File: src/rtl/m_ext_ctrl.sv
// m_ext_ctrl -- sequencing controller for the RV32M multiply/divide unit (EX stage).
//
// Captures an M-op's funct3/operands/rd on accept, holds unit_en_o high until
// the unit responds, stalls the pipeline meanwhile and hands the registered
// result back with a one-cycle strobe. A flush while the unit is working
// drains the operation (enable kept high until the response, result dropped).
//
// Optional feature: define M_REUSE_EN to add a one-entry result cache. An op
// whose funct3/rs1/rs2 match the last completed unit result skips the unit.
//
// Ports:
//   clk, rst            core clock, asynchronous active-high reset
//   m_valid_i           M-op present in EX (held stable while stall_o=1)
//   funct3_i/rs1_i/rs2_i/rd_i  op select, operands, destination
//   flush_i             squash the EX-stage instruction
//   stall_o             hold IF/ID/EX
//   result_o, rd_o      registered result and destination
//   result_valid_o      one-cycle completion strobe
//   unit_en_o           enable to the M unit
//   unit_funct3_o, unit_a_o, unit_b_o  latched op fields to the unit
//   unit_resp_i, unit_f_i  unit done strobe and its result
module m_ext_ctrl (
  input  logic        clk,
  input  logic        rst,
  input  logic        m_valid_i,
  input  logic [2:0]  funct3_i,
  input  logic [31:0] rs1_i,
  input  logic [31:0] rs2_i,
  input  logic [4:0]  rd_i,
  input  logic        flush_i,
  output logic        stall_o,
  output logic [31:0] result_o,
  output logic [4:0]  rd_o,
  output logic        result_valid_o,
  output logic        unit_en_o,
  output logic [2:0]  unit_funct3_o,
  output logic [31:0] unit_a_o,
  output logic [31:0] unit_b_o,
  input  logic        unit_resp_i,
  input  logic [31:0] unit_f_i
);

  typedef enum logic [2:0] {S_IDLE, S_BUSY, S_DONE, S_DRAIN, S_GAP} state_t;

  state_t      state_q, state_d;
  logic [2:0]  funct3_q, funct3_d;
  logic [31:0] a_q, a_d, b_q, b_d;
  logic [31:0] result_q, result_d;
  logic [4:0]  rd_q, rd_d;
  logic        accept;
  logic        hit;
  logic [31:0] hit_res;

  assign accept = (state_q == S_IDLE) && m_valid_i && !flush_i;

`ifdef M_REUSE_EN
  logic        c_vld_q, c_vld_d;
  logic [2:0]  c_f3_q, c_f3_d;
  logic [31:0] c_a_q, c_a_d, c_b_q, c_b_d, c_res_q, c_res_d;
  // Distinguishes a DONE reached through the unit from one reached via a hit.
  logic        from_unit_q, from_unit_d;

  assign hit     = c_vld_q && (c_f3_q == funct3_i) && (c_a_q == rs1_i) && (c_b_q == rs2_i);
  assign hit_res = c_res_q;

  always_comb begin
    c_vld_d     = c_vld_q;
    c_f3_d      = c_f3_q;
    c_a_d       = c_a_q;
    c_b_d       = c_b_q;
    c_res_d     = c_res_q;
    from_unit_d = (state_q == S_BUSY);
    // Only a result actually handed back (not squashed in DONE) is remembered.
    if (state_q == S_DONE && from_unit_q && !flush_i) begin
      c_vld_d = 1'b1;
      c_f3_d  = funct3_q;
      c_a_d   = a_q;
      c_b_d   = b_q;
      c_res_d = result_q;
    end
  end

  always_ff @(posedge clk or posedge rst) begin
    if (rst) begin
      c_vld_q     <= 1'b0;
      c_f3_q      <= '0;
      c_a_q       <= '0;
      c_b_q       <= '0;
      c_res_q     <= '0;
      from_unit_q <= 1'b0;
    end else begin
      c_vld_q     <= c_vld_d;
      c_f3_q      <= c_f3_d;
      c_a_q       <= c_a_d;
      c_b_q       <= c_b_d;
      c_res_q     <= c_res_d;
      from_unit_q <= from_unit_d;
    end
  end
`else
  assign hit     = 1'b0;
  assign hit_res = '0;
`endif

  // State register
  always_ff @(posedge clk or posedge rst) begin
    if (rst) begin
      state_q  <= S_IDLE;
      funct3_q <= '0;
      a_q      <= '0;
      b_q      <= '0;
      result_q <= '0;
      rd_q     <= '0;
    end else begin
      state_q  <= state_d;
      funct3_q <= funct3_d;
      a_q      <= a_d;
      b_q      <= b_d;
      result_q <= result_d;
      rd_q     <= rd_d;
    end
  end

  // Next-state and datapath capture
  always_comb begin
    state_d  = state_q;
    funct3_d = funct3_q;
    a_d      = a_q;
    b_d      = b_q;
    result_d = result_q;
    rd_d     = rd_q;
    case (state_q)
      S_IDLE: begin
        if (accept) begin
          // Unit-facing fields only ever change here, so they stay stable
          // for the whole time the unit is enabled.
          funct3_d = funct3_i;
          a_d      = rs1_i;
          b_d      = rs2_i;
          rd_d     = rd_i;
          if (hit) begin
            result_d = hit_res;
            state_d  = S_DONE;
          end else begin
            state_d  = S_BUSY;
          end
        end
      end
      S_BUSY: begin
        // Flush wins over a coincident response: nothing left to drain.
        if (flush_i)          state_d = unit_resp_i ? S_GAP : S_DRAIN;
        else if (unit_resp_i) begin
          result_d = unit_f_i;
          state_d  = S_DONE;
        end
      end
      S_DONE:  state_d = S_IDLE;
      S_DRAIN: if (unit_resp_i) state_d = S_GAP;
      S_GAP:   state_d = S_IDLE;
      default: state_d = S_IDLE;
    endcase
  end

  // Outputs
  always_comb begin
    stall_o        = 1'b0;
    unit_en_o      = 1'b0;
    result_valid_o = 1'b0;
    case (state_q)
      S_IDLE:  stall_o = accept;
      S_BUSY: begin
        stall_o   = 1'b1;
        unit_en_o = 1'b1;
      end
      S_DONE:  result_valid_o = !flush_i;
      S_DRAIN: begin
        stall_o   = m_valid_i;
        unit_en_o = 1'b1;
      end
      S_GAP:   stall_o = m_valid_i;
      default: stall_o = 1'b0;
    endcase
    // Keep stall low while reset is held even if the pipe still shows an op.
    if (rst) stall_o = 1'b0;
  end

  assign result_o      = result_q;
  assign rd_o          = rd_q;
  assign unit_funct3_o = funct3_q;
  assign unit_a_o      = a_q;
  assign unit_b_o      = b_q;

endmodule

File: config.mk
export PLATFORM = sky130hd
export DESIGN_NAME = m_ext_ctrl
export DESIGN_NICKNAME = d
export VERILOG_FILES = /design/src/rtl/m_ext_ctrl.sv
export SDC_FILE = /design/constraint.sdc
export NUM_CORES = 1
export LEC_CHECK = 0
export ABC_AREA = 0
export ABC_CLOCK_PERIOD_IN_PS = 7200
export BUFFER_PORTS_ARGS = -buffer_cell sky130_fd_sc_hd__buf_2
export CELL_PAD_IN_SITES_DETAIL_PLACEMENT = 1
export CELL_PAD_IN_SITES_GLOBAL_PLACEMENT = 1
export CORE_ASPECT_RATIO = 1.5
export CORE_UTILIZATION = 38
export CTS_CLUSTER_DIAMETER = 150
export DETAILED_ROUTE_END_ITERATION = 8
export PLACE_DENSITY = 0.91
export SLEW_MARGIN = 20
export SYNTH_ARGS = -nofsm -noshare
export SYNTH_HDL_FRONTEND = slang
export SYNTH_SLANG_ARGS = --single-unit
File: constraint.sdc
create_clock -name clk -period 7.2 [get_ports clk]
set_input_delay 1.08 -clock clk [delete_from_list [all_inputs] [get_ports clk]]
set_output_delay 1.08 -clock clk [all_outputs]
set_load 0.05 [all_outputs]
==> results of run 1 <==
## cells in the mapped netlist
master / number / area, um2
sky130_fd_sc_hd__dfrtp_1: 107 / 2678
sky130_fd_sc_hd__mux2_2: 74 / 833.3
sky130_fd_sc_hd__mux2_4: 30 / 450.4
sky130_fd_sc_hd__buf_6: 7 / 78.83
sky130_fd_sc_hd__buf_12: 4 / 80.08
sky130_fd_sc_hd__nor2_1: 3 / 11.26
sky130_fd_sc_hd__a21oi_1: 2 / 10.01
sky130_fd_sc_hd__inv_1: 2 / 7.510
sky130_fd_sc_hd__and2_1: 1 / 6.260
sky130_fd_sc_hd__and3_4: 1 / 11.26
sky130_fd_sc_hd__nand2_1: 1 / 3.750
sky130_fd_sc_hd__nand2b_1: 1 / 6.260
sky130_fd_sc_hd__nand3_1: 1 / 5.000
sky130_fd_sc_hd__nand3_4: 1 / 17.52
sky130_fd_sc_hd__nand3b_1: 1 / 7.510
sky130_fd_sc_hd__nor2_4: 1 / 11.26
sky130_fd_sc_hd__nor2b_4: 1 / 13.76
sky130_fd_sc_hd__nor4_1: 1 / 6.260
sky130_fd_sc_hd__o21ai_0: 1 / 5.000
sky130_fd_sc_hd__or2b_1: 1 / 7.510
sky130_fd_sc_hd__xnor2_1: 1 / 8.760
## cell type report
cell class | instances | area, um2 | area share (%)
tap | 147 | 183.9 | 3.251
timing repair buffer | 216 | 1084 | 19.15
multi-input combinational | 122 | 1415 | 25.01
sequential | 107 | 2678 | 47.32
clock inverter | 4 | 31.28 | 0.5529
inverter | 2 | 10.01 | 0.1769
clock buffer | 12 | 256.5 | 4.533
## power by group
group          leakage [nW]  total (W)  switching [W]  internal [W]
Combinational          1.43    0.00146        0.00105      0.000407
Clock                 0.144   0.000475       0.000218      0.000257
Sequential             1.27   0.000951       0.000120      0.000830
## sequential cells by signal, summed over array words and instances (netlist names)
| register | count |
|---|---|
| unit_a_o | 32 |
| rd_o | 5 |
| state_q | 3 |
| result_o | 32 |
| unit_funct3_o | 3 |
| unit_b_o | 32 |
## worst max-delay path: stages
cell,delay [ns]
sky130_fd_sc_hd__buf_2,0.13
sky130_fd_sc_hd__nand2b_1,0.07
sky130_fd_sc_hd__nand3_1,0.08
sky130_fd_sc_hd__a21oi_1,0.12
sky130_fd_sc_hd__buf_2,0.27
## metal layers
metal	wire length [um]	global-route usage, %	up-vias
li1	-	-	1275
met1	3556	18.27	1421
met2	5839	33.89	144
met3	665	4.774	23
met4	270	6.900	0
met5	0	0	-
## final timing paths
kind / startpoint / slack (ns) / endpoint
max in group asynchronous: rst / 5.14 / unit_funct3_o[2]$_DFFE_PP0P_
min reg2reg: unit_a_o[0]$_DFFE_PP0P_ / 0.50 / unit_a_o[0]$_DFFE_PP0P_
min: unit_a_o[0]$_DFFE_PP0P_ / 0.50 / unit_a_o[0]$_DFFE_PP0P_
max: flush_i / 4.36 / stall_o
min in group asynchronous: rst / 0.77 / result_o[11]$_DFFE_PP0P_
max reg2reg: state_q[2]$_DFFE_PP0P_ / 5.04 / unit_a_o[3]$_DFFE_PP0P_
## logic make-up (layout without fill, tap and decap cells)
logic type / after synthesis / in the layout / synth area share [%]
mux: 104 / 104 / 30.14
flops: 107 / 107 / 62.87
simple gates: 14 / 14 / 2.527
xor+xnor: 1 / 1 / 0.2057
buf+inv: 13 / 234 / 3.907
compound gates: 3 / 3 / 0.3524
## through the flow
| step | cell area, um2 | std cells | util (%) |
|---|---|---|---|
| after floorplan | 4259 | 242 | - |
| after detailed placement | 5370 | 594 | 48.83 |
| after CTS | 5658 | 610 | 51.45 |
| after global routing | 5658 | 610 | 51.45 |
| after global placement | 5370 | 594 | 48.83 |
| final | 5658 | 610 | 51.45 |
==> impl_summary.txt, run 1 <==
----------------------------------------------------
[Status]
  Run status ... complete, no violations

[Clock tree]
  H-Tree Depth ... 3
  Inserted Clock Buffers ... 9
  Clock tree from TritonCTS ... built
  Post-cts repair resize count ... 0
  Worst-case clock buffer depth ... 2
  Root Buffer ... sky130_fd_sc_hd__clkbuf_16
  Post-CTS setup buffers ... 0
  Clk Latency, worst-skew pair ... 0.34 ns
  Hold buffer count at cts ... 0
  Clock edge transition at the registers on the reported setup and hold paths ... 0.07 ns
  Clock sink count ... 107

[Detailed routing]
  Post-detailed-route wirelength per cell ... 16.94 um
  Remaining antenna violation count ... 0
  DR vias/cell ... 4.693
  Length of the first detailed-routing pass in iterations ... 4
  DRC errors left ... 0
  Routed WL ... 10,330 um
  Number of DRC markers after the initial detailed-route iteration ... 35
  DR vias ... 2,863

[STA]
  Summed negative setup slack over all endpoints ... 0 ns
  Time the final worst path needs with I/O delays and setup ... 2.840 ns
  Largest clock skew in the final design ... 0.008414 ns
  Final setup margin ... 4.360 ns
  Relative slew slack ... 32.24%
  Highest clock rate ... 0.3521 GHz
  Actual slew at the worst max-slew pin ... 1.016 ns
  Number of hold violations in the final report ... 0
  Final cycle utilization of the critical path ... 39.44%
  Setup violators final ... 0
  RSZ-0062 raised after global routing ... false
  Final number of max-transition violations ... 0
  Worst Hold Slack ... 0.5013 ns

[Yosys]
  Seq/Total Area, Yosys ... 62.87%
  Unique cell type count in the Yosys netlist ... 21
  FF+latch count, synth ... 107
  Yosys warning total ... 0
  Post-synthesis area per instance ... 17.60 um2
  Netlist area before placement ... 4259 um2
  Synthesized instance count ... 242
  Net Count, Synth ... 351

[Floorplan]
  Placement row count ... 47
  Vertical die dimension ... 131.7 um
  Area of the core ... 11,000 um2
  I/O Pins ... 216
  Die width ... 88.44 um
  Die outline area ... 11,640 um2
  Starting density of the core ... 38.73%

[Placement]
  Post-detailed-placement half-perimeter wirelength ... 7745 um
  Port bufs ... 215
  Dpl ws ... 4.253 ns
  Final weighted congestion in routability-driven placement ... 0.7137

[Layout]
  Antenna Cells ... 0
  Fraction of final layout cells sized beyond drive strength 1 ... 73.43%
  Leading cell types in the layout, fill and taps excluded ... sky130_fd_sc_hd__buf_2 (215), sky130_fd_sc_hd__dfrtp_1 (107), sky130_fd_sc_hd__mux2_2 (74), sky130_fd_sc_hd__mux2_4 (30), sky130_fd_sc_hd__clkbuf_16 (9)
  Nets ... 567
  Final-layout fill cell count ... 1,165
  Layout overhead on the synthesized area ... 32.84%
  Most common library cell in the layout ignoring fill and taps ... sky130_fd_sc_hd__buf_2

[Setup path]
  Startpoint type of the worst setup path ... input pin
  Start-to-end type of the worst setup path ... input pin to output pin
  Arrival @ worst endpoint ... 1.76 ns
  Endpoint kind of the worst setup timing path ... output pin
  FF-to-FF path depth ... 3
  Critical path fanouts, max ... 3
  Req. time, crit path ... 6.12 ns

[Worst hold path]
  Worst min-delay path class ... flip-flop to flip-flop
  Cell count of the worst hold path ... 1

[GRT]
  Pin count of the biggest net entering global routing ... 73
  Wire length of the first global-routing pass ... 15,910 um
  Initial antenna violation count ... 0
  Total congestion overflow ... 0
  GRT Util Overall ... 18.08%
  Number of global-route vias before repair ... 3,195

[Job]
  Max-capacitance violation count ... 0

[Pwr]
  Largest voltage drop on the vdd net ... 0.0002046 V
  Total power draw ... 0.002887 W
  Power per cell area ... 510.2 nW/um2
  Leakage power ... 2.848 nW

----------------------------------------------------
Power figures use the tool's default switching activity.
==> run 2, diff against run 1 <==
Settings changed: ABC_CLOCK_PERIOD_IN_PS 7200 to 2300, CORE_UTILIZATION 38 to 32, PLACE_DENSITY 0.91 to 0.82.
Clock period 7.2 ns to 2.3 ns, I/O delays scaled along.
==> run 2 against run 1 <==
  * Non-clock buffer count up 4
  * Highest routed layer unchanged
  * Cell area up 1.6%
  * Setup slack got worse by 4.0 ns
  * Critical endpoint unchanged
  * Sequential power increased to 3.1 times the previous value
  * Global-route usage decreased by 2.7 points
  * Via count fell by 0.17%
  * Register-to-register slack worse by 4.5 ns
  * Hold slack worse by 0.38 ns
  * Critical path depth decreased by 1
  * Largest cell class unchanged
  * Count of clock-buffer cells in the layout decreased by 1
==> impl_summary.txt, run 2 (synthesis results as in run 1) <==
----------------------------------------------------
[Status]
  Run status ... complete, no violations (unchanged)

[STA]
  Final setup margin ... 0.3909 ns (was 4.360 ns)
  Final cycle utilization of the critical path ... 83.01%
  Final number of max-transition violations ... 0 (unchanged)
  Summed negative setup slack over all endpoints ... 0 ns (unchanged)
  RSZ-0062 raised after global routing ... false (unchanged)
  Setup violators final ... 0 (unchanged)
  Highest clock rate ... 0.5238 GHz
  Actual slew at the worst max-slew pin ... 0.7018 ns (was 1.016 ns)
  Relative slew slack ... 53.12% (was 32.24%)
  Largest clock skew in the final design ... 0.006517 ns (was 0.008414 ns)
  Time the final worst path needs with I/O delays and setup ... 1.909 ns
  Number of hold violations in the final report ... 0 (unchanged)

[GRT]
  GRT Util Overall ... 15.39% (was 18.08%)
  Wire length of the first global-routing pass ... 16,010 um (was 15,910 um)
  Initial antenna violation count ... 1 (was 0)
  Pin count of the biggest net entering global routing ... 48 (was 73)
  Total congestion overflow ... 0 (unchanged)
  Number of global-route vias before repair ... 3,251 (was 3,195)

[Clock tree]
  Root Buffer ... sky130_fd_sc_hd__clkbuf_16 (unchanged)
  Clk Latency, worst-skew pair ... 0.34 ns (about the same)
  Clock sink count ... 107 (unchanged)
  Clock edge transition at the registers on the reported setup and hold paths ... 0.07 ns (about the same)
  Post-cts repair resize count ... 0 (unchanged)
  Inserted Clock Buffers ... 9 (unchanged)
  Clock tree from TritonCTS ... built (unchanged)
  Worst-case clock buffer depth ... 2 (unchanged)
  Post-CTS setup buffers ... 0 (unchanged)
  Hold buffer count at cts ... 0 (unchanged)
  H-Tree Depth ... 3 (unchanged)

[Pwr]
  Switching pwr ... 0.004311 W (was 0.001392 W)
  Switch share ... 47.71% (was 48.21%)
  Total internal power ... 0.004725 W (was 0.001495 W)
  Relative contribution of sequential cells to total power ... 33.0% (was 32.9%)
  Power per cell area ... 1572 nW/um2 (was 510.2 nW/um2)
  Largest voltage drop on the vdd net ... 0.0006195 V (was 0.0002046 V)
  Leakage power ... 2.861 nW (was 2.848 nW)
  Combinational Power Share ... 50.4% (was 50.6%)
  Clock share of power ... 16.6% (was 16.5%)

[Setup path]
  Critical path fanouts, max ... 6 (was 3)
  Req. time, crit path ... 1.96 ns (was 6.12 ns)
  Arrival @ worst endpoint ... 1.56 ns (was 1.76 ns)
  Slowest library cell on the worst path ... sky130_fd_sc_hd__dfrtp_1 (was sky130_fd_sc_hd__buf_2)
  Endpoint kind of the worst setup timing path ... output pin (unchanged)
  Largest delay share family, worst path ... flip-flops (was buffers and inverters)
  Number of buffer and inverter stages on the critical path ... 1 (was 2)
  Startpoint type of the worst setup path ... flip-flop (was input pin)
  Slowest cell delay on critical path ... 0.43 ns (was 0.27 ns)
  Critical-path cell list ... nor2b_4, o21ai_0, a21oi_1, buf_2 (was buf_2, nand2b_1, nand3_1, a21oi_1, buf_2)
  Start-to-end type of the worst setup path ... flip-flop to output pin (was input pin to output pin)

[Layout]
  Final-layout fill cell count ... 1,388 (was 1,165)
  Fraction of final layout cells sized beyond drive strength 1 ... 73.61% (was 73.43%)
  Nets ... 571 (was 567)
  Leading cell types in the layout, fill and taps excluded ... sky130_fd_sc_hd__buf_2 (215), sky130_fd_sc_hd__dfrtp_1 (107), sky130_fd_sc_hd__mux2_2 (74), sky130_fd_sc_hd__mux2_4 (30), sky130_fd_sc_hd__clkbuf_16 (9) (unchanged)
  Layout overhead on the synthesized area ... 34.96% (was 32.84%)
  Most common library cell in the layout ignoring fill and taps ... sky130_fd_sc_hd__buf_2 (unchanged)

[Detailed routing]
  Length of the first detailed-routing pass in iterations ... 3 (was 4)
  Met3 wire len ... 837 um (was 665 um)
  DRT met1 WL ... 3556 um (unchanged)
  Post-detailed-route wirelength per cell ... 16.76 um (was 16.94 um)
  Number of DRC markers after the initial detailed-route iteration ... 52 (was 35)
  Metal2 WL ... 5953 um (was 5839 um)
  DRC errors left ... 0 (unchanged)
  Remaining antenna violation count ... 0 (unchanged)
  Highest metal layer with signal wires ... met4 (unchanged)
  Routed WL ... 10,490 um (was 10,330 um)
  DR vias/cell ... 4.565 (was 4.693)
  DR vias ... 2,858 (was 2,863)

[Floorplan]
  Die width ... 96.20 um (was 88.44 um)
  I/O Pins ... 216 (unchanged)
  Die outline area ... 13,780 um2 (was 11,640 um2)
  Area of the core ... 12,950 um2 (was 11,000 um2)
  Vertical die dimension ... 143.3 um (was 131.7 um)
  Starting density of the core ... 32.88% (was 38.73%)
  Placement row count ... 51 (was 47)

[Worst hold path]
  Worst min-delay path class ... input pin to asynchronous set/reset pin (was flip-flop to flip-flop)

[Job]
  Max-capacitance violation count ... 0 (unchanged)

[Placement]
  Final weighted congestion in routability-driven placement ... 0.7429 (was 0.7137)
  Post-detailed-placement half-perimeter wirelength ... 8035 um (was 7745 um)
  Dpl ws ... 0.4818 ns (was 4.253 ns)
  Port bufs ... 215 (unchanged)

----------------------------------------------------
[run 2: cell types whose count changed in the layout (fill, tap and decap cells not counted), sizes merged]
cell | previous run | this run
bufinv | 0 | 1
diode | 0 | 1
clkbuf | 12 | 11
clkinvlp | 0 | 4
inv | 5 | 1
clkinv | 1 | 0
buf | 216 | 220
[run 2: per-stage QoR]
step | util [%] | cell area (um2) | cells | power (W) | hold slack (ns)
after floorplan | - | 4269 | 242 | 0.006509 | 0.4529
after global placement | 42.15 | 5460 | 610 | 0.007491 | 0.4836
after detailed placement | 42.15 | 5460 | 610 | 0.007624 | 0.4879
after CTS | 44.35 | 5746 | 625 | 0.009164 | 0.1393
after global routing | 44.35 | 5746 | 625 | 0.009468 | 0.1700
final | 44.37 | 5748 | 626 | 0.009036 | 0.1221
[run 2: final timing paths]
| path | from | to | slack, ns | cells past startpoint |
|---|---|---|---|---|
| worst min-delay path | rst | result_o[28]$_DFFE_PP0P_ | 0.12 | 2 |
| min in group clk | unit_f_i[26] | result_o[26]$_DFFE_PP0P_ | 0.23 | 2 |
| max in group asynchronous | rst | unit_b_o[21]$_DFFE_PP0P_ | 1.51 | 3 |
| worst max-delay path | state_q[0]$_DFFE_PP0P_ | stall_o | 0.39 | 4 |
| worst max register to register | state_q[0]$_DFFE_PP0P_ | result_o[18]$_DFFE_PP0P_ | 0.50 | 3 |
| worst min register to register | unit_b_o[18]$_DFFE_PP0P_ | unit_b_o[18]$_DFFE_PP0P_ | 0.50 | 1 |
[run 2: layout make-up]
type | count | area, um2 | share of cell area [%]
clock buffer | 11 | 232.7 | 4.049
sequential | 107 | 2678 | 46.58
inverter | 2 | 11.26 | 0.1959
multi-input combinational | 122 | 1421 | 24.73
antenna | 1 | 2.502 | 0.04354
clock inverter | 4 | 52.55 | 0.9142
timing repair buffer | 220 | 1151 | 20.03
tap | 159 | 198.9 | 3.461
[run 2: routing by layer]
layer  vias to the layer above  GRT usage [%]
met3                        10          4.550
li1                       1283              -
met1                      1445          16.08
met4                         0          5.106
met5                         -              0
met2                       120          28.63
[run 2: power by group through the flow]
stage	Clock [W]	Sequential (W)	Combinational (W)
CTS	0.00156	0.00300	0.00461
floorplan	0	0.00553	0.000981
global placement	0	0.00299	0.00451
detailed placement	0	0.00303	0.00460
global route	0.00162	0.00309	0.00476
finish	0.00150	0.00298	0.00456
==> run 3, diff against run 2 <==
Settings changed: ABC_CLOCK_PERIOD_IN_PS 2300 to 1700.
Clock period 2.3 ns to 1.7 ns, I/O delays scaled along.
==> run 3 against run 2 <==
  * Clock power is 36% higher
  * Sequential share of layout area fell by 0.73 points
  * Cell count rose by 0.64%
  * Flip-flop and latch count is the same
  * Clock skew grew 0.0044 ns
  * Power up 36%
  * Hold slack better by 0.018 ns
  * Core utilization increased by 0.75 points
  * Highest routed layer unchanged
==> impl_summary.txt, run 3 (synthesis results as in run 1) <==
----------------------------------------------------
[STA]
  Highest clock rate ... 0.5941 GHz
  Actual slew at the worst max-slew pin ... 0.5548 ns (was 0.7018 ns)
  Setup violators final ... 0 (unchanged)
  RSZ-0062 raised after global routing ... true (was false)
  Number of hold violations in the final report ... 0 (unchanged)
  Largest clock skew in the final design ... 0.01091 ns (was 0.006517 ns)
  Final setup margin ... 0.01689 ns (was 0.3909 ns)
  Time the final worst path needs with I/O delays and setup ... 1.683 ns
  Relative slew slack ... 63.01% (was 53.12%)
  Worst Hold Slack ... 0.1406 ns (was 0.1221 ns)
  Final cycle utilization of the critical path ... 99.01%
  Final number of max-transition violations ... 0 (unchanged)

[Clock tree]
  Clk Latency, worst-skew pair ... 0.34 ns (about the same)
  H-Tree Depth ... 3 (unchanged)
  Worst-case clock buffer depth ... 2 (unchanged)
  Root Buffer ... sky130_fd_sc_hd__clkbuf_16 (unchanged)
  Clock sink count ... 107 (unchanged)
  Inserted Clock Buffers ... 9 (unchanged)
  Clock tree from TritonCTS ... built (unchanged)
  Clock edge transition at the registers on the reported setup and hold paths ... 0.07 ns (about the same)

[Floorplan]
  Placement row count ... 51 (unchanged)
  Starting density of the core ... 32.88% (unchanged)
  I/O Pins ... 216 (unchanged)
  Die width ... 96.20 um (unchanged)
  Vertical die dimension ... 143.3 um (unchanged)
  Area of the core ... 12,950 um2 (unchanged)
  Die outline area ... 13,780 um2 (unchanged)

[Layout]
  Most common library cell in the layout ignoring fill and taps ... sky130_fd_sc_hd__buf_2 (unchanged)
  Layout overhead on the synthesized area ... 37.25% (was 34.96%)
  Post-Route Utilization ... 45.13% (was 44.37%)
  Finished Cell Area ... 5846 um2 (was 5748 um2)
  Antenna Cells ... 0 (was 1)
  Nets ... 576 (was 571)
  Fraction of final layout cells sized beyond drive strength 1 ... 74.31% (was 73.61%)
  Leading cell types in the layout, fill and taps excluded ... sky130_fd_sc_hd__buf_2 (213), sky130_fd_sc_hd__dfrtp_1 (105), sky130_fd_sc_hd__mux2_2 (74), sky130_fd_sc_hd__mux2_4 (30), sky130_fd_sc_hd__clkbuf_16 (9) (was sky130_fd_sc_hd__buf_2 (215), sky130_fd_sc_hd__dfrtp_1 (107), sky130_fd_sc_hd__mux2_2 (74), sky130_fd_sc_hd__mux2_4 (30), sky130_fd_sc_hd__clkbuf_16 (9))
  Final-layout fill cell count ... 1,391 (was 1,388)

[Detailed routing]
  Length of the first detailed-routing pass in iterations ... 4 (was 3)
  Number of DRC markers after the initial detailed-route iteration ... 58 (was 52)
  DRC errors left ... 0 (unchanged)
  Routed WL ... 10,440 um (was 10,490 um)
  Remaining antenna violation count ... 0 (unchanged)
  Post-detailed-route wirelength per cell ... 16.57 um (was 16.76 um)
  DR vias/cell ... 4.576 (was 4.565)
  DR vias ... 2,883 (was 2,858)

[Placement]
  Final weighted congestion in routability-driven placement ... 0.6923 (was 0.7429)
  Dpl ws ... 0.1032 ns (was 0.4818 ns)
  Port bufs ... 215 (unchanged)
  Post-detailed-placement half-perimeter wirelength ... 7718 um (was 8035 um)
  Placement Cell Area ... 5492 um2 (was 5460 um2)

[Pwr]
  Largest voltage drop on the vdd net ... 0.0007993 V (was 0.0006195 V)
  Total internal power ... 0.006436 W (was 0.004725 W)
  Leakage power ... 2.895 nW (was 2.861 nW)
  Power per cell area ... 2104 nW/um2 (was 1572 nW/um2)
  Relative contribution of sequential cells to total power ... 32.7% (was 33.0%)
  Combinational Power Share ... 50.7% (was 50.4%)
  Switch share ... 47.66% (was 47.71%)
  Clock share of power ... 16.6% (about the same)
  Switching pwr ... 0.005861 W (was 0.004311 W)

[Setup path]
  Critical path fanouts, max ... 5 (was 6)
  Beginning of the critical path ... state_q[0]$_DFFE_PP0P_ (unchanged)
  Arrival @ worst endpoint ... 1.43 ns (was 1.56 ns)
  Worst-case register-to-register setup slack ... 0.17 ns (was 0.50 ns)
  CP endpoint ... stall_o (unchanged)
  Crit Reg-Reg Startpoint ... state_q[0]$_DFFE_PP0P_ (unchanged)
  FF-to-FF path depth ... 4 (was 3)
  R2R Path End ... result_o[17]$_DFFE_PP0P_ (was result_o[18]$_DFFE_PP0P_)
  Req. time, crit path ... 1.44 ns (was 1.96 ns)
  Start-to-end type of the worst setup path ... flip-flop to output pin (unchanged)
  Endpoint kind of the worst setup timing path ... output pin (unchanged)
  Startpoint type of the worst setup path ... flip-flop (unchanged)

[Worst hold path]
  Worst min-delay path class ... input pin to flip-flop (was input pin to asynchronous set/reset pin)
  Origin of the worst min-delay path ... rs2_i[26]

[GRT]
  Total congestion overflow ... 0 (unchanged)
  Pin count of the biggest net entering global routing ... 103 (was 48)
  GRT Util Overall ... 15.29% (was 15.39%)
  Wire length of the first global-routing pass ... 15,720 um (was 16,010 um)
  Number of global-route vias before repair ... 3,236 (was 3,251)
  Initial antenna violation count ... 0 (was 1)

[Status]
  Run status ... complete, no violations (unchanged)

[Job]
  Max-capacitance violation count ... 0 (unchanged)

----------------------------------------------------
[run 3: cell types whose count changed in the layout (fill, tap and decap cells not counted), moves of 2 or more]
cell	delta
sky130_fd_sc_hd__buf_12	+2
sky130_fd_sc_hd__dfrtp_1	-2
sky130_fd_sc_hd__buf_6	+2
sky130_fd_sc_hd__buf_2	-2
sky130_fd_sc_hd__dfrtp_2	+2
sky130_fd_sc_hd__buf_4	+2
[run 3: layout make-up]
cell class                      count  area [um2]  area share (%)
Sequential cell                   107        2680           45.85
Multi-Input combinational cell    122        1441           24.66
Timing Repair Buffer              225        1229           21.02
Clock buffer                       11       232.7           3.981
Tap cell                          159       198.9           3.403
Clock inverter                      4       52.55          0.8990
Inverter                            2       11.26          0.1926
[run 3: what timing repair did]
item | CTS | global route
setup buffers | 0 | 3
resized for setup | 8 | 0
hold buffers | 1 | 0
hold endpoints to repair | 5 | 0
endpoints found under the setup margin | 2 | 2
cloned | 0 | 0
[run 3: worst min path at each step]
stage	endpoint	slack (ns)	cells past startpoint
final	unit_b_o[26]$_DFFE_PP0P_	0.14	2
after global routing	unit_a_o[19]$_DFFE_PP0P_	0.13	2
after CTS	result_o[16]$_DFFE_PP0P_	0.13	2
after detailed placement	state_q[2]$_DFFE_PP0P_	0.21	2
after global placement	state_q[1]$_DFFE_PP0P_	0.20	2
after floorplan	state_q[2]$_DFFE_PP0P_	0.36	2
[run 3: stage by stage]
step	std cells	TNS (ns)	power, W
final	630	0	0.01230
after global placement	611	0	0.01012
after global routing	630	-0.03155	0.01289
after detailed placement	611	0	0.01031
after CTS	627	0	0.01243
after floorplan	242	0	0.008813
[run 3: power by group through the flow]
stage / Combinational (W) / Sequential (W) / Clock, W
finish: 0.00623 / 0.00403 / 0.00204
floorplan: 0.00133 / 0.00748 / 0
detailed placement: 0.00624 / 0.00407 / 0
CTS: 0.00626 / 0.00405 / 0.00213
global placement: 0.00611 / 0.00401 / 0
global route: 0.00649 / 0.00417 / 0.00222
[run 3: critical path, cell delays in order, from the launching register on]
cell and delay (ns):
sky130_fd_sc_hd__dfrtp_2 0.45, sky130_fd_sc_hd__nor2_1 0.17, sky130_fd_sc_hd__nand3_1 0.16, sky130_fd_sc_hd__a21oi_4 0.15, sky130_fd_sc_hd__buf_6 0.17
[run 3: per-layer routing]
metal	GRT usage, %	vias up	routed length, um
met5	0	-	0
met4	7.227	0	264
met3	4.233	21	672
met2	27.96	137	5780
met1	15.66	1437	3725
li1	-	1288	-
